**src/rtl/pipe4_pkg.sv**
```systemverilog
// pipe4_pkg: shared definitions for the four-stage forwarding pipeline.
//   - instruction type codes and ALU operation codes
//   - instruction field bit positions
//   - decoded instruction-field struct and a decode helper
package pipe4_pkg;

  // Instruction class held in bits [31:30]; both NOP encodings become bubbles.
  typedef enum logic [1:0] {
    TYPE_NOP  = 2'b00,
    TYPE_R    = 2'b01,
    TYPE_I    = 2'b10,
    TYPE_NOP3 = 2'b11
  } instrType_t;

  typedef enum logic [2:0] {
    OP_ADD   = 3'b000,
    OP_SUB   = 3'b001,
    OP_AND   = 3'b010,
    OP_OR    = 3'b011,
    OP_XOR   = 3'b100,
    OP_SLT   = 3'b101,
    OP_SLL   = 3'b110,
    OP_PASSB = 3'b111
  } aluOp_t;

  // Field positions (MSB, LSB) within the 32-bit instruction word.
  localparam int TYPE_MSB = 31;
  localparam int TYPE_LSB = 30;
  localparam int OP_MSB   = 29;
  localparam int OP_LSB   = 27;
  localparam int RD_MSB   = 26;
  localparam int RD_LSB   = 22;
  localparam int RS_MSB   = 21;
  localparam int RS_LSB   = 17;
  localparam int RT_MSB   = 16;
  localparam int RT_LSB   = 12;
  localparam int IMM_MSB  = 15;
  localparam int IMM_LSB  = 0;

  // rt and imm overlap in the encoding, so they are unpacked separately here.
  typedef struct packed {
    instrType_t  iType;
    aluOp_t      op;
    logic [4:0]  rd;
    logic [4:0]  rs;
    logic [4:0]  rt;
    logic [15:0] imm;
  } instrFields_t;

  function automatic instrFields_t decodeInstr(input logic [31:0] instr);
    instrFields_t f;
    f.iType = instrType_t'(instr[TYPE_MSB:TYPE_LSB]);
    f.op    = aluOp_t'(instr[OP_MSB:OP_LSB]);
    f.rd    = instr[RD_MSB:RD_LSB];
    f.rs    = instr[RS_MSB:RS_LSB];
    f.rt    = instr[RT_MSB:RT_LSB];
    f.imm   = instr[IMM_MSB:IMM_LSB];
    return f;
  endfunction

  function automatic logic isRealInstr(input instrType_t t);
    return (t == TYPE_R) || (t == TYPE_I);
  endfunction

endpackage

```
**src/rtl/pipe4_alu.sv**
```systemverilog
// pipe4_alu: combinational ALU of the execute stage.
// Ports:
//   op     in  aluOp_t  operation select
//   a      in  DATA_W   first operand (rs)
//   b      in  DATA_W   second operand (rt or immediate)
//   result out DATA_W   result, modulo 2^DATA_W, no flags
module pipe4_alu
  import pipe4_pkg::*;
#(
  parameter int DATA_W = 32
) (
  input  aluOp_t              op,
  input  logic [DATA_W-1:0]   a,
  input  logic [DATA_W-1:0]   b,
  output logic [DATA_W-1:0]   result
);

  // Shift amount uses only the low clog2(DATA_W) bits of B.
  localparam int SH_W = (DATA_W > 1) ? $clog2(DATA_W) : 1;

  logic [SH_W-1:0] shAmt;
  assign shAmt = b[SH_W-1:0];

  always_comb begin
    result = '0;
    case (op)
      OP_ADD:   result = a + b;
      OP_SUB:   result = a - b;
      OP_AND:   result = a & b;
      OP_OR:    result = a | b;
      OP_XOR:   result = a ^ b;
      OP_SLT:   result = DATA_W'($signed(a) < $signed(b));
      OP_SLL:   result = a << shAmt;
      OP_PASSB: result = b;
      default:  result = '0;
    endcase
  end

endmodule

```
**src/rtl/pipe4_regfile.sv**
```systemverilog
// pipe4_regfile: NREG x DATA_W register file, one write port, two
// asynchronous read ports. Register 0 always reads zero and ignores writes.
// Ports:
//   Clk, Reset          clock, asynchronous active-low reset (clears all)
//   wrEn/wrAddr/wrData  write port, applied at the rising edge
//   rdAddrA/rdDataA     read port A (combinational)
//   rdAddrB/rdDataB     read port B (combinational)
module pipe4_regfile #(
  parameter int DATA_W = 32,
  parameter int NREG   = 32,
  parameter int REG_AW = $clog2(NREG)
) (
  input  logic              Clk,
  input  logic              Reset,
  input  logic              wrEn,
  input  logic [REG_AW-1:0] wrAddr,
  input  logic [DATA_W-1:0] wrData,
  input  logic [REG_AW-1:0] rdAddrA,
  output logic [DATA_W-1:0] rdDataA,
  input  logic [REG_AW-1:0] rdAddrB,
  output logic [DATA_W-1:0] rdDataB
);

  logic [DATA_W-1:0] regs [NREG];

  always_ff @(posedge Clk or negedge Reset) begin
    if (!Reset) begin
      for (int i = 0; i < NREG; i++) begin
        regs[i] <= '0;
      end
    end else if (wrEn && (wrAddr != '0)) begin
      regs[wrAddr] <= wrData;
    end
  end

  assign rdDataA = (rdAddrA == '0) ? '0 : regs[rdAddrA];
  assign rdDataB = (rdAddrB == '0) ? '0 : regs[rdAddrB];

endmodule

```
**src/rtl/pipe4_fwd_core.sv**
```systemverilog
// pipe4_fwd_core: four-stage integer pipeline (fetch, decode/register-read,
// execute, write-back) with full operand forwarding and a global stall.
// Ports:
//   Clk          in   rising-edge clock
//   Reset        in   asynchronous active-low reset, clears all state
//   InstrIn      in   32-bit instruction word
//   InstrValid   in   InstrIn carries a real instruction this cycle
//   Stall        in   freeze every stage and the register file
//   ALUOut       out  registered execute result
//   ALUOutValid  out  ALUOut belongs to a valid instruction
//   WriteSelOut  out  destination register of ALUOut
//
// Flow control: an instruction is accepted at a rising edge where
// InstrValid=1 and Stall=0; there is no back-pressure other than Stall, and
// while Stall=1 InstrIn/InstrValid are ignored and every register (including
// the outputs and the register file) holds. ALUOut/WriteSelOut are
// meaningful only while ALUOutValid=1, and the result is retired into the
// register file at the first edge where ALUOutValid=1 and Stall=0.
module pipe4_fwd_core
  import pipe4_pkg::*;
#(
  parameter int DATA_W = 32,
  parameter int NREG   = 32
) (
  input  logic              Clk,
  input  logic              Reset,
  input  logic [31:0]       InstrIn,
  input  logic              InstrValid,
  input  logic              Stall,
  output logic [DATA_W-1:0] ALUOut,
  output logic              ALUOutValid,
  output logic [4:0]        WriteSelOut
);

  localparam int REG_AW = $clog2(NREG);

  // Stage 1: fetched instruction.
  logic [31:0]       s1Instr;
  logic              s1Valid;

  // Stage 2: decoded operands awaiting execute.
  logic              s2Valid;
  aluOp_t            s2Op;
  logic [REG_AW-1:0] s2Rd;
  logic [DATA_W-1:0] s2A;
  logic [DATA_W-1:0] s2B;

  // Write-back stage destination (ALUOut/ALUOutValid are the other fields).
  logic [REG_AW-1:0] wbRd;

  instrFields_t      dec;
  logic [REG_AW-1:0] rsIdx;
  logic [REG_AW-1:0] rtIdx;
  logic [REG_AW-1:0] rdIdx;
  logic [DATA_W-1:0] immExt;
  logic [DATA_W-1:0] rfA;
  logic [DATA_W-1:0] rfB;
  logic [DATA_W-1:0] fwdA;
  logic [DATA_W-1:0] fwdB;
  logic [DATA_W-1:0] opB;
  logic [DATA_W-1:0] aluResult;
  logic              rfWrEn;

  // ---------------------------------------------------------------- decode
  assign dec   = decodeInstr(s1Instr);
  assign rsIdx = dec.rs[REG_AW-1:0];
  assign rtIdx = dec.rt[REG_AW-1:0];
  assign rdIdx = dec.rd[REG_AW-1:0];

  // Immediate is sign-extended when the datapath is wider than 16 bits and
  // simply truncated otherwise.
  generate
    if (DATA_W > 16) begin : gImmSext
      assign immExt = {{(DATA_W-16){dec.imm[15]}}, dec.imm};
    end else begin : gImmTrunc
      assign immExt = dec.imm[DATA_W-1:0];
    end
  endgenerate

  // Forwarding. The execute stage is younger than write-back, so it wins.
  // A nonzero source index implies a nonzero destination on a match, which
  // keeps writes to register 0 from ever being forwarded.
  always_comb begin
    fwdA = rfA;
    if (rsIdx == '0) begin
      fwdA = '0;
    end else if (s2Valid && (s2Rd == rsIdx)) begin
      fwdA = aluResult;
    end else if (ALUOutValid && (wbRd == rsIdx)) begin
      fwdA = ALUOut;
    end
  end

  always_comb begin
    fwdB = rfB;
    if (rtIdx == '0) begin
      fwdB = '0;
    end else if (s2Valid && (s2Rd == rtIdx)) begin
      fwdB = aluResult;
    end else if (ALUOutValid && (wbRd == rtIdx)) begin
      fwdB = ALUOut;
    end
  end

  assign opB = (dec.iType == TYPE_R) ? fwdB : immExt;

  // ---------------------------------------------------------------- execute
  pipe4_alu #(
    .DATA_W (DATA_W)
  ) uAlu (
    .op     (s2Op),
    .a      (s2A),
    .b      (s2B),
    .result (aluResult)
  );

  // ---------------------------------------------------------------- registers
  always_ff @(posedge Clk or negedge Reset) begin
    if (!Reset) begin
      s1Instr     <= '0;
      s1Valid     <= 1'b0;
      s2Valid     <= 1'b0;
      s2Op        <= OP_ADD;
      s2Rd        <= '0;
      s2A         <= '0;
      s2B         <= '0;
      ALUOut      <= '0;
      ALUOutValid <= 1'b0;
      wbRd        <= '0;
    end else if (!Stall) begin
      s1Instr     <= InstrIn;
      s1Valid     <= InstrValid && isRealInstr(instrType_t'(InstrIn[TYPE_MSB:TYPE_LSB]));
      s2Valid     <= s1Valid;
      s2Op        <= dec.op;
      s2Rd        <= rdIdx;
      s2A         <= fwdA;
      s2B         <= opB;
      // Bubbles leave zeros behind so the outputs never show stale data.
      ALUOut      <= s2Valid ? aluResult : '0;
      ALUOutValid <= s2Valid;
      wbRd        <= s2Valid ? s2Rd : '0;
    end
  end

  assign WriteSelOut = 5'(wbRd);

  // ---------------------------------------------------------------- write-back
  assign rfWrEn = ALUOutValid && !Stall;

  pipe4_regfile #(
    .DATA_W (DATA_W),
    .NREG   (NREG),
    .REG_AW (REG_AW)
  ) uRegfile (
    .Clk     (Clk),
    .Reset   (Reset),
    .wrEn    (rfWrEn),
    .wrAddr  (wbRd),
    .wrData  (ALUOut),
    .rdAddrA (rsIdx),
    .rdDataA (rfA),
    .rdAddrB (rtIdx),
    .rdDataB (rfB)
  );

endmodule

```
**config.mk**
```make
export PLATFORM = sky130hd
export DESIGN_NAME = pipe4_fwd_core
export DESIGN_NICKNAME = d
export VERILOG_FILES = /design/src/rtl/pipe4_pkg.sv /design/src/rtl/pipe4_alu.sv /design/src/rtl/pipe4_regfile.sv /design/src/rtl/pipe4_fwd_core.sv
export SDC_FILE = /design/constraint.sdc
export NUM_CORES = 2
export LEC_CHECK = 0
export BUFFER_PORTS_ARGS = -buffer_cell sky130_fd_sc_hd__buf_2
export CAP_MARGIN = 20
export CELL_PAD_IN_SITES_DETAIL_PLACEMENT = 1
export CELL_PAD_IN_SITES_GLOBAL_PLACEMENT = 1
export CORE_ASPECT_RATIO = 1.1
export CORE_MARGIN = 8
export CORE_UTILIZATION = 53
export DETAILED_ROUTE_END_ITERATION = 8
export PLACE_DENSITY = 0.79
export SLEW_MARGIN = 20
export SYNTH_ARGS = -nofsm -noshare
export SYNTH_HDL_FRONTEND = slang
export SYNTH_SLANG_ARGS = --single-unit
```
**constraint.sdc**
```tcl
create_clock -name Clk -period 5.8 [get_ports Clk]
set_clock_uncertainty 0.05 [all_clocks]
set_input_delay 0.58 -clock Clk [delete_from_list [all_inputs] [get_ports Clk]]
set_output_delay 0.58 -clock Clk [all_outputs]
set_load 0.01 [all_outputs]
```
==> out/metrics.yaml <==
status: "completed"
synth_compound_area_frac: 0.0640
core_region_area_sq_um: 127000
path_clk_slew_ns: 0.07
seqPwrFrac: 0.437
min_period_ns: 4.81
die_x_microns: 356
leakage_nw: 33.5
yosys_register_bits: 1168
setup_viol: 0
cts_buffer_depth: 3
synth_top_family_by_area: "multiplexers"
synthSimpleGateAreaFrac: 0.0376
start_util: 0.533
yosys_warnings: 0
cp_cell_sequence: "buf_4 > clkinv_1 > buf_4 > ha_1 > nor2b_1 > o211ai_1 > a211oi_2 > a211oi_2 > a211oi_2 > a2111oi_4 > o31ai_1 > nand2_1 > a211oi_1 > o221ai_1"
synth_area_leaders: "dfrtp_1, mux4_2, mux2_2, clkbuf_1, ha_1"
drtIter0Drc: 5538
drtAntennaViolNets: 0
cts-root-buf: "clkbuf_16"
syn_area_sq_um: 67500
dieArea_sq_um: 139000
drv_cap: 0
dpl_cell_area_sq_um: 69700
clk_latency_ns: 0.79
dp_hpwl_mm: 149
crit_required_ns: 6.32
critPathArrivalTime_ns: 5.33
hold_path.class: "in2reg"
p_per_area_nw_per_um2: 269
final_cell_area_sq_um: 74100
cp-start-kind: "flip-flop"
first_pass_iters: 7
yosysTopAreaCell: "dfrtp_1"
wl_per_cell_microns: 37.1
cts_resized: 0
routed_wl_mm: 245
area_growth_pct: 9.73
layout_commonest_cell: "dfrtp_1"
track_usage: 0.352
ys_types: 76
vdd_ir_drop_max_mv: 0.236
seq_area_frac_synth: 0.433
cpPeakStageDelay_ns: 0.57
combPwrFrac: 0.154
critPathCaptureType: "flip-flop"
hold_viol: 0
synth_nets: 5092
worst_pin_slew_ns: 1.16
numPortBuffers: 73
drv_slew: 0
gr-total-overflow: 0
setup_tns_ns: 0
rows: 137
clock.fmax_mhz: 208
nNetsFinal: 4960
grt_start_max_net_pins: 176
num_vias: 48200
synth-edff-count: 0
cts_htree_levels: 3
cts_tree: "yes"
ys_async_sr_fraction: 1.00
grt_setup_unrepaired: "false"
holdPathStages: 2
drive_above_1_share: 0.451
netlist.area_leader.share: 0.433
vias_per_cell: 7.32
grt_pass1_vias: 51800
crit_path_frequent_cell: "a211oi_2"
clock_power_share: 0.409
cp_slowest_cell: "a211oi_2"
maxSlewHeadroom: 0.226
p_int_mw: 14.0
grt_pass1_wl_mm: 365
gp_congestion: 1.00
p_sw_mw: 5.88
antenna_found_initial: 3
fin_crit_sh: 0.829
worstPathMaxFanout: 24
critical_path_class: "reg2reg"
final_cell_mix: "dfrtp_1, mux2_2, mux4_2, nor2_1, nand2_1"
cts_buffers: 121
switching_share: 0.295
syn_inst: 4957
io_pins: 74
worst-r2r-cell-count: 14
clock-sinks: 1168
syn_area_per_cell_sq_um: 13.6
synthAdderAreaFrac: 0.0186
drc: 0
synth.area.mux_share: 0.408
die_height_microns: 390
synthFlopType: "dfrtp_1"
synth_xor_area_frac: 0.00350
[worst max-delay path: cells and delay by family, from the launching register on]
kind | cells | cell delay (ns)
adders and majority gates | 1 | 0.43
and+or+nand+nor | 2 | 0.30
AOI/OAI and AO/OA | 8 | 2.80
DFF | 1 | 0.33
buffers and inverters | 3 | 0.66
[worst paths after layout]
path	start	end	slack, ns
max in group asynchronous	Reset	uRegfile.regs[763]	3.75
worst min register to register	uRegfile.regs[1012]	uRegfile.regs[1012]	0.35
min in group asynchronous	Reset	uRegfile.regs[909]	0.43
worst max register to register	s2B[2]	s2A[30]	0.99
worst min-delay path	InstrIn[19]	s1Instr[19]	0.03
worst max-delay path	s2B[2]	s2A[30]	0.99
[flip-flops by register name, summed over array words and instances, names as in the netlist]
signal / count
s2Rd: 5
s1Instr: 32
s2B: 32
ALUOut: 32
s2Op: 3
s2Valid: 1
s2A: 32
WriteSelOut: 5
uRegfile.regs: 1024
s1Valid: 1
ALUOutValid: 1
[power groups by stage]
stage / Sequential, mW / Clock [mW] / Combinational, mW
after global routing: 8.71 / 8.48 / 3.25
after global placement: 8.80 / 0 / 2.94
after CTS: 8.68 / 8.20 / 3.02
after floorplan: 8.59 / 0 / 1.99
after detailed placement: 8.82 / 0 / 2.99
final: 8.70 / 8.14 / 3.07
[final cells by class]
cell class,instances,area (sq um)
inverters,109,412
well taps,1668,2090
diodes,3,7.51
repair buffers,257,2090
flip-flops and latches,1168,29300
multi-input cells,3168,36100
clock inverters,43,515
fillers,11700,52600
clock buffers,174,3550
[kinds of logic (layout without fill, tap and decap cells)]
logic type,after synthesis,after routing
muxes,1805,1805
DFF,1168,1168
AOI/OAI and AO/OA,661,661
buffers and inverters,621,583
and+or+nand+nor,576,576
adders and majority gates,99,99
xor gates and xnor gates,27,27
other,0,3
[cell usage after synthesis (all sizes together), types with 12 or more instances]
master  instances
buf           165
a31oi          12
clkbuf        347
nor3           20
a21boi         16
nand2b         18
nor2          214
a211oi         16
nand2         198
inv           106
o22ai          34
o211ai         14
a221oi         19
mux4          652
nor4           13
a22o           15
and3           19
a21oi         182
mux2         1056
nand3          33
a21o           15
xor2           16
o221ai         51
dfrtp        1168
o21ai         169
mux2i          97
nor2b          15
o21bai         14
o31ai          13
ha             97
[routing by layer]
layer	GRT usage	wire length, microns
met3	0.0837	23100
met1	0.468	93300
met4	0.189	15200
met5	0	34
met2	0.540	113000
[per-stage QoR]
step	utilization	setup WS, ns	std cells	power (mW)	hold slack, ns
2_1_floorplan	-	1.66	4957	10.6	0.234
3_3_place_gp	0.550	1.26	6345	11.7	0.327
3_5_place_dp	0.550	1.23	6346	11.8	0.334
4_1_cts	0.584	1.12	6586	19.9	0.00188
5_1_grt	0.585	0.738	6587	20.4	0.0313
6_report	0.585	0.994	6590	19.9	0.0293
[what timing repair did]
| item | in CTS | in global routing |
|---|---|---|
| endpoints found under the hold margin | 97 | 0 |
| hold buffers | 23 | 0 |
| setup buffers | 0 | 0 |
Note: power is estimated with default switching activity, not from simulation.
